--- src/rtl/ctrl_pipe_pkg.sv ---
// Shared definitions for the control-bundle pipeline: bundle field layout and default width.
package ctrl_pipe_pkg;

    localparam int BIT_MEMTOREG   = 0;
    localparam int BIT_MEMWRITE   = 1;
    localparam int BIT_ALUSRC     = 2;
    localparam int BIT_REGDST     = 3;
    localparam int BIT_REGWRITE   = 4;
    localparam int BIT_ALUCTRL_LO = 5;
    localparam int ALUCTRL_W      = 5;
    localparam int BIT_ALUCTRL_HI = BIT_ALUCTRL_LO + ALUCTRL_W - 1;
    localparam int BIT_HILOWRITE  = 10;
    localparam int BIT_HILOREAD   = 11;
    localparam int BIT_HILOSRC    = 12;
    localparam int BIT_MEMREAD    = 13;
    localparam int BIT_JALR       = 14;
    localparam int BIT_RAWRITE    = 15;
    localparam int BIT_CP0WE      = 16;
    localparam int BIT_CP0READ    = 17;
    localparam int BIT_ERET       = 18;

    // The eret flag is the top field, so the bundle width follows from it.
    localparam int CW_WIDTH = BIT_ERET + 1;

    localparam int DEF_STAGES = 3;
    localparam int DEF_CNT_W  = 16;

endpackage

--- src/rtl/ctrl_pipe_stage.sv ---
// One pipeline stage register: valid bit plus control bundle, with kill > hold > bubble > advance.
module ctrl_pipe_stage
    import ctrl_pipe_pkg::*;
#(
    parameter int WIDTH = CW_WIDTH
) (
    input  logic             clk,
    input  logic             rst,
    input  logic             kill,
    input  logic             hold,
    input  logic             bubble,
    input  logic             d_valid,
    input  logic [WIDTH-1:0] d_bundle,
    output logic             q_valid,
    output logic [WIDTH-1:0] q_bundle
);

    logic             r_valid;
    logic [WIDTH-1:0] r_bundle;

    // An invalid stage always carries an all-zero bundle, so consumers need no gating.
    always_ff @(posedge clk or negedge rst) begin
        if (!rst) begin
            r_valid  <= 1'b0;
            r_bundle <= '0;
        end else if (kill) begin
            r_valid  <= 1'b0;
            r_bundle <= '0;
        end else if (hold) begin
            r_valid  <= r_valid;
            r_bundle <= r_bundle;
        end else if (bubble) begin
            r_valid  <= 1'b0;
            r_bundle <= '0;
        end else begin
            r_valid  <= d_valid;
            r_bundle <= d_valid ? d_bundle : '0;
        end
    end

    assign q_valid  = r_valid;
    assign q_bundle = r_bundle;

endmodule

--- src/rtl/ctrl_pipe.sv ---
// Control-bundle pipeline from decode through STAGES stages with stall back-propagation,
// per-stage and exception flush, and saturating bubble/flush event counters.
module ctrl_pipe
    import ctrl_pipe_pkg::*;
#(
    parameter int WIDTH  = CW_WIDTH,
    parameter int STAGES = DEF_STAGES,
    parameter int CNT_W  = DEF_CNT_W
) (
    input  logic                    clk,
    input  logic                    rst,
    input  logic                    in_valid,
    input  logic [WIDTH-1:0]        in_bundle,
    input  logic [STAGES-1:0]       stall,
    input  logic [STAGES-1:0]       flush,
    input  logic                    except_flush,
    input  logic                    cnt_clr,
    output logic                    stall_up,
    output logic [STAGES-1:0]       out_valid,
    output logic [STAGES*WIDTH-1:0] out_bundle,
    output logic [CNT_W-1:0]        bubble_cnt,
    output logic [CNT_W-1:0]        flush_cnt
);

    logic [STAGES-1:0] w_es;
    logic [STAGES-1:0] w_kill;
    logic [STAGES-1:0] w_bubble;
    logic              w_bubble_ev;
    logic              w_flush_ev;
    logic [CNT_W-1:0]  r_bubble_cnt;
    logic [CNT_W-1:0]  r_flush_cnt;

    // A stall anywhere downstream freezes every stage upstream of it.
    always_comb begin
        w_es = '0;
        w_es[STAGES-1] = stall[STAGES-1];
        for (int k = STAGES - 2; k >= 0; k--) begin
            w_es[k] = stall[k] | w_es[k+1];
        end
    end

    assign stall_up = w_es[0];
    assign w_kill   = flush | {STAGES{except_flush}};

    always_comb begin
        w_bubble = '0;
        for (int k = 1; k < STAGES; k++) begin
            w_bubble[k] = w_es[k-1];
        end
    end

    genvar g;
    generate
        for (g = 0; g < STAGES; g++) begin : g_stage
            if (g == 0) begin : g_first
                ctrl_pipe_stage #(.WIDTH(WIDTH)) u_stage (
                    .clk      (clk),
                    .rst      (rst),
                    .kill     (w_kill[g]),
                    .hold     (w_es[g]),
                    .bubble   (w_bubble[g]),
                    .d_valid  (in_valid),
                    .d_bundle (in_bundle),
                    .q_valid  (out_valid[g]),
                    .q_bundle (out_bundle[g*WIDTH +: WIDTH])
                );
            end else begin : g_rest
                ctrl_pipe_stage #(.WIDTH(WIDTH)) u_stage (
                    .clk      (clk),
                    .rst      (rst),
                    .kill     (w_kill[g]),
                    .hold     (w_es[g]),
                    .bubble   (w_bubble[g]),
                    .d_valid  (out_valid[g-1]),
                    .d_bundle (out_bundle[(g-1)*WIDTH +: WIDTH]),
                    .q_valid  (out_valid[g]),
                    .q_bundle (out_bundle[g*WIDTH +: WIDTH])
                );
            end
        end
    endgenerate

    // Only bubbles that displace a real instruction and kills of valid stages are events.
    always_comb begin
        w_bubble_ev = 1'b0;
        w_flush_ev  = 1'b0;
        for (int k = 0; k < STAGES; k++) begin
            if (w_kill[k] && out_valid[k]) begin
                w_flush_ev = 1'b1;
            end
        end
        for (int k = 1; k < STAGES; k++) begin
            if (!w_kill[k] && !w_es[k] && w_bubble[k] && out_valid[k-1]) begin
                w_bubble_ev = 1'b1;
            end
        end
    end

    always_ff @(posedge clk or negedge rst) begin
        if (!rst) begin
            r_bubble_cnt <= '0;
            r_flush_cnt  <= '0;
        end else if (cnt_clr) begin
            r_bubble_cnt <= '0;
            r_flush_cnt  <= '0;
        end else begin
            if (w_bubble_ev && (r_bubble_cnt != {CNT_W{1'b1}})) begin
                r_bubble_cnt <= r_bubble_cnt + 1'b1;
            end
            if (w_flush_ev && (r_flush_cnt != {CNT_W{1'b1}})) begin
                r_flush_cnt <= r_flush_cnt + 1'b1;
            end
        end
    end

    assign bubble_cnt = r_bubble_cnt;
    assign flush_cnt  = r_flush_cnt;

endmodule

--- config.mk ---
export PLATFORM = sky130hd
export DESIGN_NAME = ctrl_pipe
export DESIGN_NICKNAME = d
export VERILOG_FILES = /design/src/rtl/ctrl_pipe_pkg.sv /design/src/rtl/ctrl_pipe_stage.sv /design/src/rtl/ctrl_pipe.sv
export SDC_FILE = /design/constraint.sdc
export NUM_CORES = 1
export LEC_CHECK = 0
export BUFFER_PORTS_ARGS = -buffer_cell sky130_fd_sc_hd__buf_2
export CAP_MARGIN = 10
export CORE_MARGIN = 10
export CORE_UTILIZATION = 52
export CTS_BUF_LIST = sky130_fd_sc_hd__clkbuf_16
export CTS_CLUSTER_DIAMETER = 80
export DETAILED_ROUTE_END_ITERATION = 8
export PLACE_DENSITY = 0.79
export SETUP_SLACK_MARGIN = 0.2
export SLEW_MARGIN = 20
export SYNTH_ARGS = -nofsm -noshare
export SYNTH_HDL_FRONTEND = slang
export SYNTH_SLANG_ARGS = --single-unit
--- constraint.sdc ---
create_clock -name clk -period 2.4 [get_ports clk]
set_input_delay 0.24 -clock clk [delete_from_list [all_inputs] [get_ports clk]]
set_output_delay 0.24 -clock clk [all_outputs]
set_load 0.02 [all_outputs]
==> impl_metrics.py <==
metrics = {
    "timing": {
        "setup_viol": 0,
        "tns_ps": 0,
        "drv_slew": 0,
        "period_minus_slack_ps": 1997,
        "rsz0062_at_grt": "false",
        "fmax_mhz": 500.8,
        "finalCritPeriodShare_pct": 83.21,
        "whs_ps": 120.3,
        "relSlewSlack_pct": 45.22,
        "tightest_slew_ps": 821.7,
        "fin_worst_skew_ps": 5.198,
        "finalHoldViolCount": 0,
    },
    "die": {
        "die_x_um": 109.2,
        "die_area_um2": 11920,
        "ioPinCount": 123,
        "core-area_um2": 7727,
        "die-height_um": 109.2,
        "row_count": 32,
        "start_util_pct": 53.55,
    },
    "detailed_routing": {
        "drt-pass1-iter-count": 4,
        "ant_nets": 0,
        "vias_per_cell": 5.971,
        "wl_per_cell_um": 18.59,
        "drtIter0Drc": 136,
        "routed_wl_mm": 10.77,
        "num_vias": 3457,
        "drcViolationCount": 0,
    },
    "worst_hold_path": {
        "hp-start": "in_bundle[10]",
        "holdCritPathClass": "in2reg",
        "whs_path_depth": 2,
        "min_delay_worst_endpoint": "g_stage[0].g_first.u_stage.q_bundle[10]",
    },
    "synth": {
        "postSynthNetCount": 391,
        "yosys.cell_types.count": 41,
        "ys_ff_latch": 92,
        "seq_area_frac_synth_pct": 55.64,
        "synth-edff-count": 0,
        "synth_flop_cell": "dfrtp_1",
        "synthArstFlopShare_pct": 100.0,
        "yosysWarnings": 0,
        "synth_area_um2": 4138,
        "syn_inst": 359,
        "synth_area_per_cell_um2": 11.53,
    },
    "grt": {
        "grt.total_usage_pct": 18.83,
        "grt_first_pass_wirelength_mm": 18.13,
        "grt_pass1_vias": 3707,
        "antenna_found_initial": 0,
        "grt_max_degree": 49,
        "grt-ovfl-total": 0,
    },
    "setup_path": {
        "cp-end-kind": "flip-flop",
        "r2r_setup_slack_ps": 400,
        "r2r-start": "flush_cnt[0]",
        "cp_max_fo": 20,
        "r2r_end": "flush_cnt[13]",
        "reg2reg_depth": 5,
        "arrival_ps": 2210,
        "path_class": "reg2reg",
        "cp.required_ps": 2610,
        "startpoint_type": "flip-flop",
    },
    "clocking": {
        "cts-htree-levels": 3,
        "root_buffer": "clkbuf_16",
        "clkSlewWorstSetupHoldPaths_ps": 70,
        "clk_latency_ps": 330,
        "cts.sinks": 92,
        "cts_tree": "done",
        "cts_resized": 0,
        "cts_buffers": 9,
        "cts_buffer_depth": 2,
    },
    "power_and_ir_drop": {
        "p_per_area_nw_per_um2": 617.9,
        "p_comb_share_pct": 3.6,
        "netSwitchingFraction_pct": 21.30,
        "p_sw_w": 0.0006785,
        "seqPwrFrac_pct": 48.8,
        "pwr-share-clk_pct": 47.5,
        "p_leak_nw": 2.603,
        "vdd_drop_max_uv": 416.6,
        "p_int_w": 0.002507,
    },
    "place": {
        "hpwl_mm": 7.878,
        "finalWeightedCongestion": 0.8741,
        "port_buffers": 122,
    },
    "run_status": {
        "status": "completed",
    },
    "run": {
        "maxCapViolCount": 0,
    },
    "final_layout": {
        "finalNetCount": 504,
        "area_growth_pct": 24.58,
        "drive_above_1_share_pct": 33.75,
        "antenna_cells": 0,
    },
}
[critical path: stages, from the launching register on]
cell,delay [ps]
dfrtp_1,420
ha_1,260
and4_1,190
and4_4,270
nor4_1,360
mux2_2,370
[flip-flops by register name, indices dropped and copies added, names as in the netlist]
name,flops
g_stage.g_first.u_stage.q_valid,1
g_stage.g_rest.u_stage.q_bundle,38
g_stage.g_first.u_stage.q_bundle,19
bubble_cnt,16
flush_cnt,16
g_stage.g_rest.u_stage.q_valid,2
[what timing repair did]
| item | CTS | global route |
|---|---|---|
| hold buffers | 1 | 0 |
| setup buffers | 0 | 0 |
| hold endpoints to repair | 47 | 0 |
[metrics by stage]
step / setup WS [ps] / cells / utilization [%] / total power, W / cell area [µm²]
after floorplan: 420.5 / 359 / - / 0.001627 / 4138
after global placement: 524.5 / 562 / 62.40 / 0.001698 / 4822
after detailed placement: 430.1 / 562 / 62.40 / 0.001702 / 4822
after CTS: 419.4 / 579 / 66.71 / 0.003215 / 5155
after global routing: 255.7 / 579 / 66.71 / 0.003309 / 5155
final: 403.1 / 579 / 66.71 / 0.003185 / 5155
[cell type report]
cell class                      count  area (µm²)
Clock buffer                        9       225.2
Clock inverter                      7       97.59
Fill cell                         568        2572
Inverter                            3       11.26
Multi-Input combinational cell    232        1673
Sequential cell                    92        2302
Tap cell                          102       127.6
Timing Repair Buffer              134       718.2
[metal layers]
layer,up-vias,global-route usage (%),routed length (µm)
met4,0,5.204,87
li1,1624,-,-
met2,123,30.29,5146
met5,-,0,0
met3,9,7.847,999
met1,1701,22.86,4532
[cell families after synthesis]
kind of cell	Yosys count	synth area share (%)
AO/OA/AOI/OAI	117	21.41
adder cells (fa/ha/maj)	2	0.6047
buffers and inverters	35	4.445
flip-flops	92	55.64
multiplexers	7	1.875
AND/OR/NAND/NOR	106	16.03
[synth_stat cells (5+ instances only)]
master / n / area share [%]
dfrtp_1: 92 / 56
a22o_1: 57 / 12
a21oi_1: 24 / 2.9
or4_1: 20 / 3.6
o31ai_1: 19 / 3.4
clkbuf_1: 15 / 1.4
nand3_1: 12 / 1.5
nand2_1: 11 / 1.0
buf_2: 9 / 1.1
nand4_1: 9 / 1.4
and3_1: 8 / 1.2
nor2_1: 8 / 0.73
nor2b_1: 7 / 1.1
nor4_1: 7 / 1.1
o21ai_0: 7 / 0.85
and2_1: 5 / 0.76
mux2_2: 5 / 1.4
[cell usage in the layout (no fill, tap or decap), drive strengths merged, types with 2 or more instances in the layout]
cell type  instances
bufinv             2
ha                 2
mux2               6
and4               5
inv                6
nand3             12
nor2               8
o21ai              8
or4               20
and2               5
o31ai             19
nand4              9
clkbuf             9
buf              133
a21oi             24
nor2b              7
nand2             11
nor4b              3
and3               8
a21o               4
or3                3
dfrtp             92
a22o              57
nor3               4
nor4               7
[how the worst max path moves through the flow]
| stage | startpoint | endpoint | slack (ps) |
|---|---|---|---|
| floorplan | flush_cnt[0] | flush_cnt[13] | 420 |
| global placement | flush_cnt[0] | flush_cnt[14] | 520 |
| detailed placement | flush_cnt[0] | flush_cnt[13] | 430 |
| CTS | flush_cnt[0] | flush_cnt[13] | 420 |
| global route | bubble_cnt[0] | bubble_cnt[12] | 260 |
| finish | flush_cnt[0] | flush_cnt[13] | 400 |
[power by group through the flow]
| stage | clock (W) | sequential [W] | combinational [W] |
|---|---|---|---|
| 3_5_place_dp | 0 | 0.00159 | 0.000117 |
| 4_1_cts | 0.00154 | 0.00156 | 0.000119 |
| 2_1_floorplan | 0 | 0.00159 | 0.0000381 |
| 5_1_grt | 0.00162 | 0.00156 | 0.000133 |
| 6_report | 0.00151 | 0.00156 | 0.000116 |
| 3_3_place_gp | 0 | 0.00158 | 0.000113 |
Power figures use the tool's default switching activity.
